[config.mk]
export PLATFORM = sky130hd
export DESIGN_NAME = seven_seg_scan
export DESIGN_NICKNAME = d
export VERILOG_FILES = /design/src/rtl/seven_seg_pkg.sv /design/src/rtl/seven_seg_scan_hex_to_seg7.sv /design/src/rtl/seven_seg_scan.sv
export SDC_FILE = /design/constraint.sdc
export NUM_CORES = 1
export LEC_CHECK = 0
export CORE_AREA = 2 2 73 75
export DETAILED_ROUTE_END_ITERATION = 7
export DIE_AREA = 0 0 75 77
export HOLD_SLACK_MARGIN = 0.08
export PLACE_DENSITY = 0.79
export SLEW_MARGIN = 40
export SYNTH_ARGS = -nofsm -noshare
export SYNTH_HDL_FRONTEND = slang
export SYNTH_SLANG_ARGS = --single-unit
[constraint.sdc]
create_clock -name clk -period 3.6 [get_ports clk]
set_input_delay 0.54 -clock clk [delete_from_list [all_inputs] [get_ports clk]]
set_output_delay 0.54 -clock clk [all_outputs]
set_load 0.05 [all_outputs]
[src/rtl/seven_seg_pkg.sv]
// Shared definitions for the seven-segment scan driver: the hex decode
// table, the scan state encoding and the all-segments-off pattern.
package seven_seg_pkg;

    // Active-high segment patterns (bit order g..a, bit0 = a) for hex 0..F.
    localparam logic [6:0] SEG_TABLE [16] = '{
        7'h3F, 7'h06, 7'h5B, 7'h4F, 7'h66, 7'h6D, 7'h7D, 7'h07,
        7'h7F, 7'h6F, 7'h77, 7'h7C, 7'h58, 7'h5E, 7'h79, 7'h71
    };

    // Active-low bus value with every segment dark.
    localparam logic [6:0] SEG_OFF = 7'h7F;

    // DEAD: all digits off between digits; ON: one digit lit.
    typedef enum logic {
        DEAD = 1'b0,
        ON   = 1'b1
    } scanState_e;

endpackage

[src/rtl/seven_seg_scan_hex_to_seg7.sv]
// Combinational hex nibble to active-high seven-segment pattern.
module hex_to_seg7
    import seven_seg_pkg::*;
(
    input  logic [3:0] nibble_i,
    output logic [6:0] seg_o
);

    assign seg_o = SEG_TABLE[nibble_i];

endmodule

[src/rtl/seven_seg_scan.sv]
// Time-multiplexed common-anode seven-segment driver with dead time
// between digits and shadow-registered display data.
// Optional build macro: SEVEN_SEG_SCAN_ZERO_SUPPRESS_EN blanks leading
// zero digits (digit 0 always shown).
module seven_seg_scan
    import seven_seg_pkg::*;
#(
    parameter int NUM_DIGITS   = 4,
    parameter int DIGIT_CYCLES = 50000,
    parameter int DEAD_CYCLES  = 500
) (
    input  logic                    clk,
    input  logic                    rst,
    input  logic [4*NUM_DIGITS-1:0] value,
    input  logic [NUM_DIGITS-1:0]   dp,
    input  logic [NUM_DIGITS-1:0]   blank,
    input  logic                    load,
    output logic [6:0]              seg_n,
    output logic                    dp_n,
    output logic [NUM_DIGITS-1:0]   digit_n
);

    localparam int CNT_W = (DIGIT_CYCLES > 1) ? $clog2(DIGIT_CYCLES) : 1;
    localparam int IDX_W = (NUM_DIGITS > 1) ? $clog2(NUM_DIGITS) : 1;
    localparam logic [CNT_W-1:0] ON_LAST   = CNT_W'(DIGIT_CYCLES - 1);
    localparam logic [CNT_W-1:0] DEAD_LAST = CNT_W'((DEAD_CYCLES > 0) ? DEAD_CYCLES - 1 : 0);
    localparam logic [IDX_W-1:0] IDX_LAST  = IDX_W'(NUM_DIGITS - 1);

    logic [4*NUM_DIGITS-1:0] shadowValue_q;
    logic [NUM_DIGITS-1:0]   shadowDp_q;
    logic [NUM_DIGITS-1:0]   shadowBlank_q;

    scanState_e              state_q;
    logic [CNT_W-1:0]        cnt_q;
    logic [IDX_W-1:0]        idx_q;
    logic [6:0]              segN_q;
    logic                    dpN_q;
    logic [NUM_DIGITS-1:0]   digitN_q;

    logic [3:0]              curNibble;
    logic                    curDp;
    logic                    curBlank;
    logic                    suppress;
    logic [6:0]              curSeg;
    logic                    dark_d;

    // Shadow registers: display data only changes on a load strobe.
    always_ff @(posedge clk) begin
        if (rst) begin
            shadowValue_q <= '0;
            shadowDp_q    <= '0;
            shadowBlank_q <= '1;
        end else if (load) begin
            shadowValue_q <= value;
            shadowDp_q    <= dp;
            shadowBlank_q <= blank;
        end
    end

    // Select the nibble, decimal point and blank request of the scanned digit.
    always_comb begin
        curNibble = 4'h0;
        curDp     = 1'b0;
        curBlank  = 1'b1;
        for (int i = 0; i < NUM_DIGITS; i++) begin
            if (idx_q == IDX_W'(i)) begin
                curNibble = shadowValue_q[4*i +: 4];
                curDp     = shadowDp_q[i];
                curBlank  = shadowBlank_q[i];
            end
        end
    end

`ifdef SEVEN_SEG_SCAN_ZERO_SUPPRESS_EN
    // A digit is suppressed when it and every more-significant nibble are zero.
    always_comb begin
        logic upperZero;
        upperZero = 1'b1;
        suppress  = 1'b0;
        for (int i = NUM_DIGITS - 1; i >= 0; i--) begin
            upperZero = upperZero && (shadowValue_q[4*i +: 4] == 4'h0);
            if ((i != 0) && (idx_q == IDX_W'(i)) && upperZero) begin
                suppress = 1'b1;
            end
        end
    end
`else
    assign suppress = 1'b0;
`endif

    assign dark_d = curBlank | suppress;

    hex_to_seg7 u_hexToSeg7 (
        .nibble_i (curNibble),
        .seg_o    (curSeg)
    );

    // Scan FSM; pins are latched at the start of each ON phase so a lit digit never changes.
    always_ff @(posedge clk) begin
        if (rst) begin
            state_q  <= DEAD;
            cnt_q    <= '0;
            idx_q    <= '0;
            segN_q   <= SEG_OFF;
            dpN_q    <= 1'b1;
            digitN_q <= '1;
        end else begin
            if (state_q == ON) begin
                if (cnt_q == '0) begin
                    digitN_q <= ~(NUM_DIGITS'(1) << idx_q);
                    segN_q   <= dark_d ? SEG_OFF : ~curSeg;
                    dpN_q    <= dark_d ? 1'b1 : ~curDp;
                end
            end else begin
                digitN_q <= '1;
                segN_q   <= SEG_OFF;
                dpN_q    <= 1'b1;
            end

            case (state_q)
                DEAD: begin
                    if ((DEAD_CYCLES == 0) || (cnt_q == DEAD_LAST)) begin
                        state_q <= ON;
                        cnt_q   <= '0;
                    end else begin
                        cnt_q <= cnt_q + 1'b1;
                    end
                end
                ON: begin
                    if (cnt_q == ON_LAST) begin
                        state_q <= (DEAD_CYCLES == 0) ? ON : DEAD;
                        cnt_q   <= '0;
                        idx_q   <= (idx_q == IDX_LAST) ? '0 : idx_q + 1'b1;
                    end else begin
                        cnt_q <= cnt_q + 1'b1;
                    end
                end
                default: begin
                    state_q <= DEAD;
                    cnt_q   <= '0;
                end
            endcase
        end
    end

    assign seg_n   = segN_q;
    assign dp_n    = dpN_q;
    assign digit_n = digitN_q;

endmodule

==> results of run 1 <==
==> power breakdown <==
group          total [µW]  leakage [µW]  internal, µW  switching, µW
Sequential            640      0.000449           627           13.1
Combinational         128      0.000760          63.1           64.8
Clock                 356     0.0000516           158            199
==> registers in the layout, summed over array words and instances (netlist names) <==
name / cells
state_q: 1
dp_n: 1
shadowDp_q: 4
seg_n: 7
shadowValue_q: 16
cnt_q: 16
shadowBlank_q: 4
digit_n: 4
idx_q: 2
==> kinds of logic (layout without fill, tap and decap cells) <==
group | Yosys count | after routing | share of synthesized area [%]
xor+xnor | 14 | 14 | 4.636
fa+ha+maj | 12 | 12 | 5.676
mux | 29 | 29 | 11.02
compound gates | 38 | 38 | 10.12
flops | 55 | 55 | 41.63
simple gates | 122 | 122 | 23.18
buf+inv | 26 | 60 | 3.736
==> placed cells by master, fill, tap and decap left out, types with 8 or more instances in the layout <==
| cell | instances |
|---|---|
| clkdlybuf4s50_1 | 38 |
| dfxtp_1 | 55 |
| ha_1 | 12 |
| inv_1 | 12 |
| mux2i_1 | 28 |
| nand2_1 | 28 |
| nor2_1 | 45 |
| xor2_1 | 8 |
==> worst reg2reg max path, stage by stage, from the launching register on <==
cell	delay [ps]
dfxtp_1	410
ha_1	560
a211oi_1	100
a211oi_1	740
inv_1	200
ha_1	290
mux2i_1	170
nand4_1	130
o311a_1	180
==> cell type report <==
class,count,area [µm²]
clock buffer,6,82.58
clock inverter,2,13.76
fill,432,1805
inverter,12,45.04
multi-input combinational,215,1446
sequential,55,1101
tap,70,87.58
timing repair buffer,40,395.4
==> layer usage <==
| metal | vias to the layer above | routed length [µm] | GRT usage [%] |
|---|---|---|---|
| li1 | 1103 | - | - |
| met1 | 1007 | 2635 | 28.92 |
| met2 | 55 | 2569 | 33.16 |
| met3 | 7 | 230 | 4.074 |
| met4 | 0 | 68 | 6.250 |
| met5 | - | 0 | 0 |
==> path summary, 6_finish.rpt <==
kind / startpoint / end / cells past startpoint
worst max-delay path: idx_q[0] / seg_n[3] / 8
worst min-delay path: cnt_q[0] / cnt_q[0] / 1
worst max register to register: idx_q[0] / seg_n[3] / 8
worst min register to register: cnt_q[0] / cnt_q[0] / 1
==> per-stage QoR <==
| step | total power, µW | utilization, % | hold WS [ps] |
|---|---|---|---|
| 5_1_grt | 1178 | 63.73 | 530.7 |
| 3_3_place_gp | 778.7 | 61.76 | 456.9 |
| 2_1_floorplan | 730.7 | - | 437.7 |
| 3_5_place_dp | 781.5 | 61.76 | 461.4 |
| 6_report | 1124 | 63.73 | 483.2 |
| 4_1_cts | 1139 | 63.70 | 484.7 |
==> out/results.tsv, run 1 <==
stage	metric	value	unit
finish	share of cells above drive strength 1	4.545	%
cts	maximum clock path buffer count	2	
setup_path	worst path bufs/invs	1	
synthesis	most frequent cells after synthesis	55 x dfxtp_1, 45 x nor2_1, 28 x mux2i_1, 28 x nand2_1	
cts	Sink Count	55	
synthesis	Distinct cells, synth	40	
cts	CTS root buf	clkbuf_8	
grt	largest net degree at the start of global routing	26	
route	Vias/cell	5.430	
power	leakage	0.001261	µW
setup_path	Data arrival, critical path	3070	ps
setup_path	slowest CP cell	a211oi_1	
synthesis	Yosys top cell by area	dfxtp_1	
setup_path	Reg2Reg Setup Slack	730	ps
synthesis	Avg Inst Size Synth	8.936	µm²
grt	All-Layer GR Usage	21.07	%
synthesis	Post-Syn Area	2645	µm²
floorplan	Rows	26	
synthesis	top-area cell type share of the netlist area	41.63	%
timing	RSZ-0062 raised after global routing	false	
floorplan	Die Ht	77	µm
route	final wirelength	5.502	mm
floorplan	Ports	39	
setup_path	Crit path largest cell delay	740	ps
timing	Period minus WS final	2869	ps
min_path	Hold WC Path Type	flop to flop	
floorplan	CORE AREA	4977	µm²
route	Initial DRC Count	121	
finish	Nets	368	
synthesis	most common cell in the netlist	dfxtp_1	
finish	Non-Filler Instances	400	
synthesis	Syn Inst Count	296	
finish	Finished Cell Area	3172	µm²
placed_design	placed cells	392	
placed_design	number of I/O port buffers	38	
setup_path	critical path cell sequence	ha_1 > a211oi_1 > a211oi_1 > inv_1 > ha_1 > mux2i_1 > nand4_1 > o311a_1	
cts	Max H-tree Level	2	
grt	vias in the first global route	2130	
timing	count of pins over their slew limit	0	
setup_path	critical-path maximum fanout	19	
grt	initial antenna violation count	0	
setup_path	CP Class	flop to flop	
floorplan	Initial Utilization	53.14	%
timing	Setup violations, final	0	
setup_path	CP endpoint kind	flop	
cts	PostCTS Resize Cnt	0	
setup_path	worst endpoint required time	3810	ps
synthesis	synth warn	0	
route	drt first pass iters	4	
cts	Setup Fix Bufs, Post-CTS	0	
cts	TritonCTS clock tree	yes	
route	wire per inst	13.76	µm
job	number of max-cap violations	0	
synthesis	syn_nets	335	
grt	first-pass GRT wire length	9.694	mm
grt	GRT overflow	0	
timing	FMAX	348.5	MHz
setup_path	delay-heaviest family, CP	compound AO/OA/AOI/OAI gates	
timing	final hold vios	0	
outcome	status	completed	
synthesis	register area share after synthesis	41.63	%
cts	worst-skew pair later-pin latency	310	ps
placed_design	pre-CTS setup slack	791.0	ps
placed_design	Post-DP Area	3074	µm²
route	Final ANT Viol Nets	0	
synthesis	Synth area leaders	dfxtp_1 42%, mux2i_1 11%, nor2_1 6.4%, ha_1 5.7%, nand2_1 4.0%	
placed_design	placer congestion estimate	0.8571	
synthesis	FF+latch count, synth	55	
route	Residual DRC	0	
timing	Worst-Margin Slew	821.4	ps
synthesis	Async S/R FF share, synth	0	%
cts	Post-CTS Hold Fix Bufs	0	
floorplan	DIE AREA	5775	µm²
setup_path	Worst setup SP type	flop	
cts	CTS clk-pin slew, worst paths	100	ps
timing	Final Cycle Share	79.70	%
synthesis	number of synthesized flops with an enable pin	0	
cts	total CTS buffers	5	
timing	PnR worst setup slack	730.7	ps
synthesis	most common flop cell mapped by yosys	dfxtp_1	
finish	# diodes	0	
finish	Area Overhead vs Synth	19.91	%
timing	setup TNS	0	ps
timing	Slew HR	44.91	%
floorplan	Die X-Extent	75	µm
timing	clock skew	7.020	ps
power	worst IR drop on VDD	0.3000	mV
route	via count	2172	
power	power per cell area	354.4	nW/µm²
placed_design	post-DP HPWL	4.165	mm
Power figures use the tool's default switching activity.
==> inputs of run 2 (changes only) <==
CORE_AREA = 2 2 77 79   (was 2 2 73 75)
DIE_AREA = 0 0 79 81   (was 0 0 75 77)
PLACE_DENSITY = 0.74   (was 0.79)
clock period = 2.4 ns   (was 3.6 ns; I/O delays follow)
==> run 2 against run 1 <==
  * Clock power rose by 35%
  * Setup slack worse by 520 ps
  * Sequential power rose by 50%
  * Design area grew 1.7%
  * Clock skew fell by 0.63 ps
  * Clock-buffer cell count unchanged
  * Global-route usage fell by 2.3 points
  * Total power grew 46%
  * Register-to-register slack worse by 520 ps
  * Utilization decreased by 6.9 points
  * Critical path type unchanged
  * Critical endpoint is now seg_n[0]
  * Largest cell class unchanged
  * Largest power group unchanged
==> out/results.tsv, run 2 (synthesis results as in run 1) <==
stage	metric	value	unit	change
finish	# diodes	0		unchanged
power	Comb pwr share	12.1	%	was 11.4%
setup_path	worst r2r path cells	6		was 8
cts	Sink Count	55		unchanged
finish	most common cell after layout, fill and taps aside	dfxtp_1		unchanged
setup_path	CP Class	flop to flop		unchanged
route	via count	2182		was 2172
power	sequential power share	58.5	%	was 56.9%
grt	initial antenna violation count	0		unchanged
timing	Slew HR	61.56	%	was 44.91%
setup_path	Data arrival, critical path	2400	ps	was 3070 ps
route	final wirelength	5.628	mm	was 5.502 mm
grt	largest net degree at the start of global routing	26		unchanged
placed_design	post-DP HPWL	4.109	mm	was 4.165 mm
setup_path	Critical R2R Launch	cnt_q[11]		was idx_q[0]
cts	Post-CTS Hold Fix Bufs	0		unchanged
timing	Worst-Margin Slew	575.1	ps	was 821.4 ps
floorplan	Die X-Extent	79	µm	was 75 µm
route	Final ANT Viol Nets	0		unchanged
placed_design	placer congestion estimate	0.8345		was 0.8571
setup_path	Reg2Reg Setup Slack	210	ps	was 730 ps
setup_path	RR Endpoint	seg_n[0]		was seg_n[3]
min_path	Hold WC Path Type	flop to flop		unchanged
power	Switching Power	403.0	µW	was 276.6 µW
timing	Setup violations, final	0		unchanged
timing	Hold Slack	487.8	ps	was 483.2 ps
cts	CTS clk-pin slew, worst paths	90	ps	was 100 ps
placed_design	number of I/O port buffers	38		unchanged
route	Vias/cell	5.322		was 5.430
cts	total CTS buffers	5		unchanged
finish	share of cells above drive strength 1	7.463	%	was 4.545%
cts	maximum clock path buffer count	2		unchanged
power	worst IR drop on VDD	0.2872	mV	was 0.3000 mV
power	Switching Share	24.59	%	was 24.60%
cts	worst-skew pair later-pin latency	310	ps	about the same
route	wire per inst	13.73	µm	was 13.76 µm
finish	FF/Latch Area	1101	µm²	unchanged
setup_path	crit path to	seg_n[0]		was seg_n[3]
timing	Final Cycle Share	91.42	%	was 79.70%
setup_path	Critical path origin	cnt_q[11]		was idx_q[0]
power	leakage	0.001281	µW	was 0.001261 µW
grt	vias in the first global route	2076		was 2130
power	power per cell area	507.8	nW/µm²	was 354.4 nW/µm²
cts	Max H-tree Level	2		unchanged
timing	clock skew	6.391	ps	was 7.020 ps
finish	Nets	375		was 368
min_path	worst hold start	shadowBlank_q[1]		was cnt_q[0]
floorplan	CORE AREA	5675	µm²	was 4977 µm²
route	Residual DRC	0		unchanged
finish	Area Overhead vs Synth	22.00	%	was 19.91%
timing	FMAX	455.8	MHz	was 348.5 MHz
grt	All-Layer GR Usage	18.73	%	was 21.07%
finish	final core occ	56.86	%	was 63.73%
floorplan	Die Ht	81	µm	was 77 µm
finish	commonest cells after routing, fill and taps aside	55 x dfxtp_1, 45 x nor2_1, 38 x clkdlybuf4s50_1		unchanged
route	drt first pass iters	4		unchanged
floorplan	Initial Utilization	46.60	%	was 53.14%
grt	first-pass GRT wire length	9.528	mm	was 9.694 mm
cts	TritonCTS clock tree	yes		unchanged
timing	setup TNS	0	ps	unchanged
floorplan	DIE AREA	6399	µm²	was 5775 µm²
finish	footprint of the multi-input gates	1466	µm²	was 1446 µm²
grt	GRT overflow	0		unchanged
timing	count of pins over their slew limit	0		unchanged
setup_path	CP endpoint kind	flop		unchanged
power	Clk pwr share	29.4	%	was 31.7%
job	number of max-cap violations	0		unchanged
power	internal power	1236	µW	was 847.7 µW
outcome	status	completed		unchanged
finish	filler cell count	520		was 432
setup_path	Worst setup SP type	flop		unchanged
timing	Period minus WS final	2194	ps	was 2869 ps
setup_path	critical-path maximum fanout	8		was 19
floorplan	Ports	39		unchanged
floorplan	Rows	28		was 26
cts	CTS root buf	clkbuf_8		unchanged
route	Initial DRC Count	184		was 121
setup_path	worst endpoint required time	2600	ps	was 3810 ps
timing	final hold vios	0		unchanged
timing	RSZ-0062 raised after global routing	false		unchanged
## run 2: metal layers
layer | up-vias | GRT usage [%] | share of wire (%)
met5 | - | 0 | 0
met4 | 0 | 5.690 | 1.2
met3 | 5 | 3.778 | 4.6
met2 | 54 | 31.10 | 46
met1 | 1009 | 24.71 | 48
li1 | 1114 | - | -
## run 2: layout make-up
class                           instances  share of cell area (%)
Multi-Input combinational cell        215                   45.44
Sequential cell                        55                   34.12
Timing Repair Buffer                   47                   13.88
Tap cell                               75                   2.908
Clock buffer                            6                   2.249
Inverter                               12                   1.396
## run 2: what timing repair did
item	in CTS	in global routing
resized for setup	0	4
buffers inserted	0	1
setup endpoints to repair	0	6
## run 2: power groups by stage
stage | clock network [µW] | registers (µW) | logic [µW]
floorplan | 0 | 974 | 123
global placement | 0 | 980 | 191
detailed placement | 0 | 980 | 196
CTS | 493 | 959 | 197
global route | 528 | 963 | 220
finish | 481 | 959 | 198
## run 2: worst min path at each step
stage | to | slack (ps) | cells past startpoint
after floorplan | cnt_q[0] | 440 | 1
after global placement | cnt_q[0] | 460 | 1
after detailed placement | shadowBlank_q[0] | 470 | 2
after CTS | shadowBlank_q[1] | 490 | 2
after global routing | digit_n[1] | 520 | 2
final | shadowBlank_q[1] | 490 | 2
## run 2: critical path, stage by stage, from the launching register on
cell	delay, ps
dfxtp_1	350
or4_4	560
or4_4	460
nor4_4	260
buf_4	190
o311a_1	200
a31oi_1	80
## run 2: stage by stage
stage | power, µW | area, µm² | setup WS [ps] | std cells
after global routing | 1712 | 3227 | 19.18 | 410
after CTS | 1649 | 3208 | 98.04 | 409
final | 1638 | 3227 | 205.9 | 410
after global placement | 1171 | 3136 | 142.8 | 403
after floorplan | 1097 | 2655 | 37.84 | 296
after detailed placement | 1176 | 3136 | 110.2 | 403
==> inputs of run 3 (changes only) <==
CORE_AREA = 2 2 79 81   (was 2 2 77 79)
DIE_AREA = 0 0 81 83   (was 0 0 79 81)
SKIP_CTS_REPAIR_TIMING = 1   (was unset)
SYNTH_HIERARCHICAL = 1   (was unset)
==> run 3 against run 2 <==
  * Clock skew hardly changed
  * Register-to-register slack lost 70 ps
  * Maximum frequency is 3.3% lower
  * Largest power group unchanged
==> out/results.tsv, run 3 <==
stage	metric	value	unit	change
placed_design	placer congestion estimate	0.9047		was 0.8345
synthesis	Async S/R FF share, synth	0	%	unchanged
synthesis	synth warn	6		was 0
setup_path	CP Class	flop to flop		unchanged
setup_path	critical-path maximum fanout	6		was 8
placed_design	pre-CTS setup slack	60.50	ps	was 110.2 ps
cts	worst-skew pair later-pin latency	310	ps	about the same
finish	Area Overhead vs Synth	24.29	%	was 22.00%
timing	Hold Slack	471.2	ps	was 487.8 ps
floorplan	Die Ht	83	µm	was 81 µm
synthesis	top-area cell type share of the netlist area	39.52	%	was 41.63%
setup_path	CP endpoint kind	flop		unchanged
finish	filler cell count	547		was 520
synthesis	FF+latch count, synth	55		unchanged
route	Vias/cell	5.409		was 5.322
finish	commonest cells after routing, fill and taps aside	54 x dfxtp_1, 38 x nor2_1, 38 x clkdlybuf4s50_1		was 55 x dfxtp_1, 45 x nor2_1, 38 x clkdlybuf4s50_1
power	power per cell area	530.6	nW/µm²	was 507.8 nW/µm²
cts	Max H-tree Level	2		unchanged
min_path	worst hold start	digit_n[2]		was shadowBlank_q[1]
synthesis	most common flop cell mapped by yosys	dfxtp_1		unchanged
floorplan	Die X-Extent	81	µm	was 79 µm
grt	All-Layer GR Usage	19.83	%	was 18.73%
outcome	status	completed		unchanged
timing	Setup violations, final	0		unchanged
timing	PnR worst setup slack	131.3	ps	was 205.9 ps
synthesis	Synth area leaders	dfxtp_1 40%, mux2i_1 8.3%, ha_1 5.8%, nor2_1 5.1%, xnor2_1 4.1%		was dfxtp_1 42%, mux2i_1 11%, nor2_1 6.4%, ha_1 5.7%, nand2_1 4.0%
grt	first-pass GRT wire length	10.60	mm	was 9.528 mm
floorplan	Rows	28		unchanged
timing	clock skew	6.853	ps	was 6.391 ps
timing	Period minus WS final	2269	ps	was 2194 ps
synthesis	most common cell in the netlist	dfxtp_1		unchanged
timing	Worst-Margin Slew	723.5	ps	was 575.1 ps
placed_design	post-DP HPWL	4.662	mm	was 4.109 mm
setup_path	Data arrival, critical path	2500	ps	was 2400 ps
min_path	Hold Path Cell Cnt	1		was 2
cts	maximum clock path buffer count	2		unchanged
timing	setup TNS	0	ps	unchanged
synthesis	number of synthesized flops with an enable pin	0		unchanged
min_path	Hold Path End	digit_n[2]		was shadowBlank_q[1]
setup_path	Critical R2R Launch	idx_q[1]		was cnt_q[11]
floorplan	Initial Utilization	47.91	%	was 46.60%
finish	Nets	399		was 375
timing	Final Cycle Share	94.53	%	was 91.42%
synthesis	Post-Syn Area	2786	µm²	was 2645 µm²
setup_path	Crit path largest cell delay	470	ps	was 560 ps
setup_path	RR Endpoint	seg_n[0]		unchanged
setup_path	Worst setup SP type	flop		unchanged
placed_design	number of I/O port buffers	38		unchanged
setup_path	critical path cell sequence	inv_1 > ha_2 > nand3b_1 > a21oi_2 > a21oi_1 > o21ai_2 > buf_4 > ha_2 > inv_1 > mux4_2 > a32oi_2		was or4_4 > or4_4 > nor4_4 > buf_4 > o311a_1 > a31oi_1
route	via count	2353		was 2182
synthesis	Distinct cells, synth	45		was 40
power	worst IR drop on VDD	0.3477	mV	was 0.2872 mV
grt	initial antenna violation count	0		unchanged
timing	count of pins over their slew limit	0		unchanged
finish	Non-Filler Instances	435		was 410
finish	share of cells above drive strength 1	13.33	%	was 7.463%
grt	vias in the first global route	2192		was 2076
route	final wirelength	6.368	mm	was 5.628 mm
placed_design	placed cells	425		was 403
synthesis	Yosys top cell by area	dfxtp_1		unchanged
grt	GRT overflow	0		unchanged
synthesis	register area share after synthesis	39.52	%	was 41.63%
finish	most common cell after layout, fill and taps aside	dfxtp_1		unchanged
cts	total CTS buffers	5		unchanged
setup_path	slowest CP cell	mux4_2		was or4_4
floorplan	DIE AREA	6723	µm²	was 6399 µm²
route	drt first pass iters	4		unchanged
cts	TritonCTS clock tree	yes		unchanged
grt	largest net degree at the start of global routing	26		unchanged
synthesis	syn_nets	354		was 335
power	leakage	0.001327	µW	was 0.001281 µW
timing	final hold vios	0		unchanged
synthesis	most frequent cells after synthesis	55 x dfxtp_1, 38 x nor2_1, 23 x mux2i_1		was 55 x dfxtp_1, 45 x nor2_1, 28 x mux2i_1, 28 x nand2_1
setup_path	worst endpoint required time	2630	ps	was 2600 ps
timing	FMAX	440.8	MHz	was 455.8 MHz
finish	# diodes	0		unchanged
setup_path	worst r2r path cells	11		was 6
timing	Slew HR	51.37	%	was 61.56%
synthesis	Syn Inst Count	314		was 296
floorplan	CORE AREA	5816	µm²	was 5675 µm²
synthesis	Avg Inst Size Synth	8.874	µm²	was 8.936 µm²
floorplan	Ports	39		unchanged
route	Final ANT Viol Nets	0		unchanged
min_path	Hold WC Path Type	flop to flop		unchanged
cts	CTS root buf	clkbuf_8		unchanged
finish	final core occ	59.55	%	was 56.86%
job	number of max-cap violations	0		unchanged
route	Residual DRC	0		unchanged
cts	CTS clk-pin slew, worst paths	100	ps	was 90 ps
route	Initial DRC Count	88		was 184
cts	Sink Count	55		unchanged
route	wire per inst	14.64	µm	was 13.73 µm
setup_path	Reg2Reg Setup Slack	130	ps	was 210 ps
run 3: how the worst max path moves through the flow:
stage | from | to | slack (ps)
after floorplan | idx_q[1] | seg_n[3] | 2
after global placement | idx_q[1] | seg_n[3] | 110
after detailed placement | idx_q[1] | seg_n[3] | 60
after CTS | idx_q[1] | seg_n[0] | 40
after global routing | idx_q[1] | seg_n[0] | -20
final | idx_q[1] | seg_n[0] | 130
run 3: cells by family after synthesis:
group | Yosys count | synth area share, %
AO/OA/AOI/OAI | 46 | 11.63
flip-flops | 55 | 39.52
XOR/XNOR | 14 | 4.401
multiplexers | 25 | 9.879
buffers and inverters | 35 | 5.748
adder cells (fa/ha/maj) | 13 | 5.838
AND/OR/NAND/NOR | 126 | 22.99
run 3: layer usage:
layer / wire (µm) / global-route usage (%) / vias to the layer above
met2: 3069 / 31.40 / 51
li1: - / - / 1202
met4: 68 / 5.085 / 0
met3: 268 / 3.804 / 7
met5: 0 / 0 / -
met1: 2961 / 27.53 / 1093
run 3: per-stage QoR:
step	area, µm²	power (µW)
floorplan	2804	1114
global placement	3292	1191
detailed placement	3292	1196
CTS	3413	1850
global route	3463	1911
finish	3463	1838
run 3: final cells by class:
| class | instances | area [µm²] | area share, % |
|---|---|---|---|
| multi-input combinational | 224 | 1567 | 45.23 |
| sequential | 55 | 1102 | 31.83 |
| timing repair buffer | 56 | 515.5 | 14.88 |
| tap | 75 | 93.84 | 2.710 |
| clock buffer | 6 | 82.58 | 2.384 |
| inverter | 17 | 63.81 | 1.842 |
| clock inverter | 2 | 38.79 | 1.120 |
run 3: worst max-delay path, delay by kind of cell (launching register included):
kind | cells | cell delay [ps]
buffers and inverters | 3 | 270
DFF | 1 | 350
AOI/OAI and AO/OA | 4 | 510
and+or+nand+nor | 1 | 170
muxes | 1 | 470
adders and majority gates | 2 | 410
run 3: power by group:
part	internal [µW]	total [µW]	leakage, µW	switching, µW
Sequential	941	962	0.000450	21.4
Clock	344	654	0.0000618	311
Combinational	115	222	0.000815	106
Total	1400	1840	0.00133	438
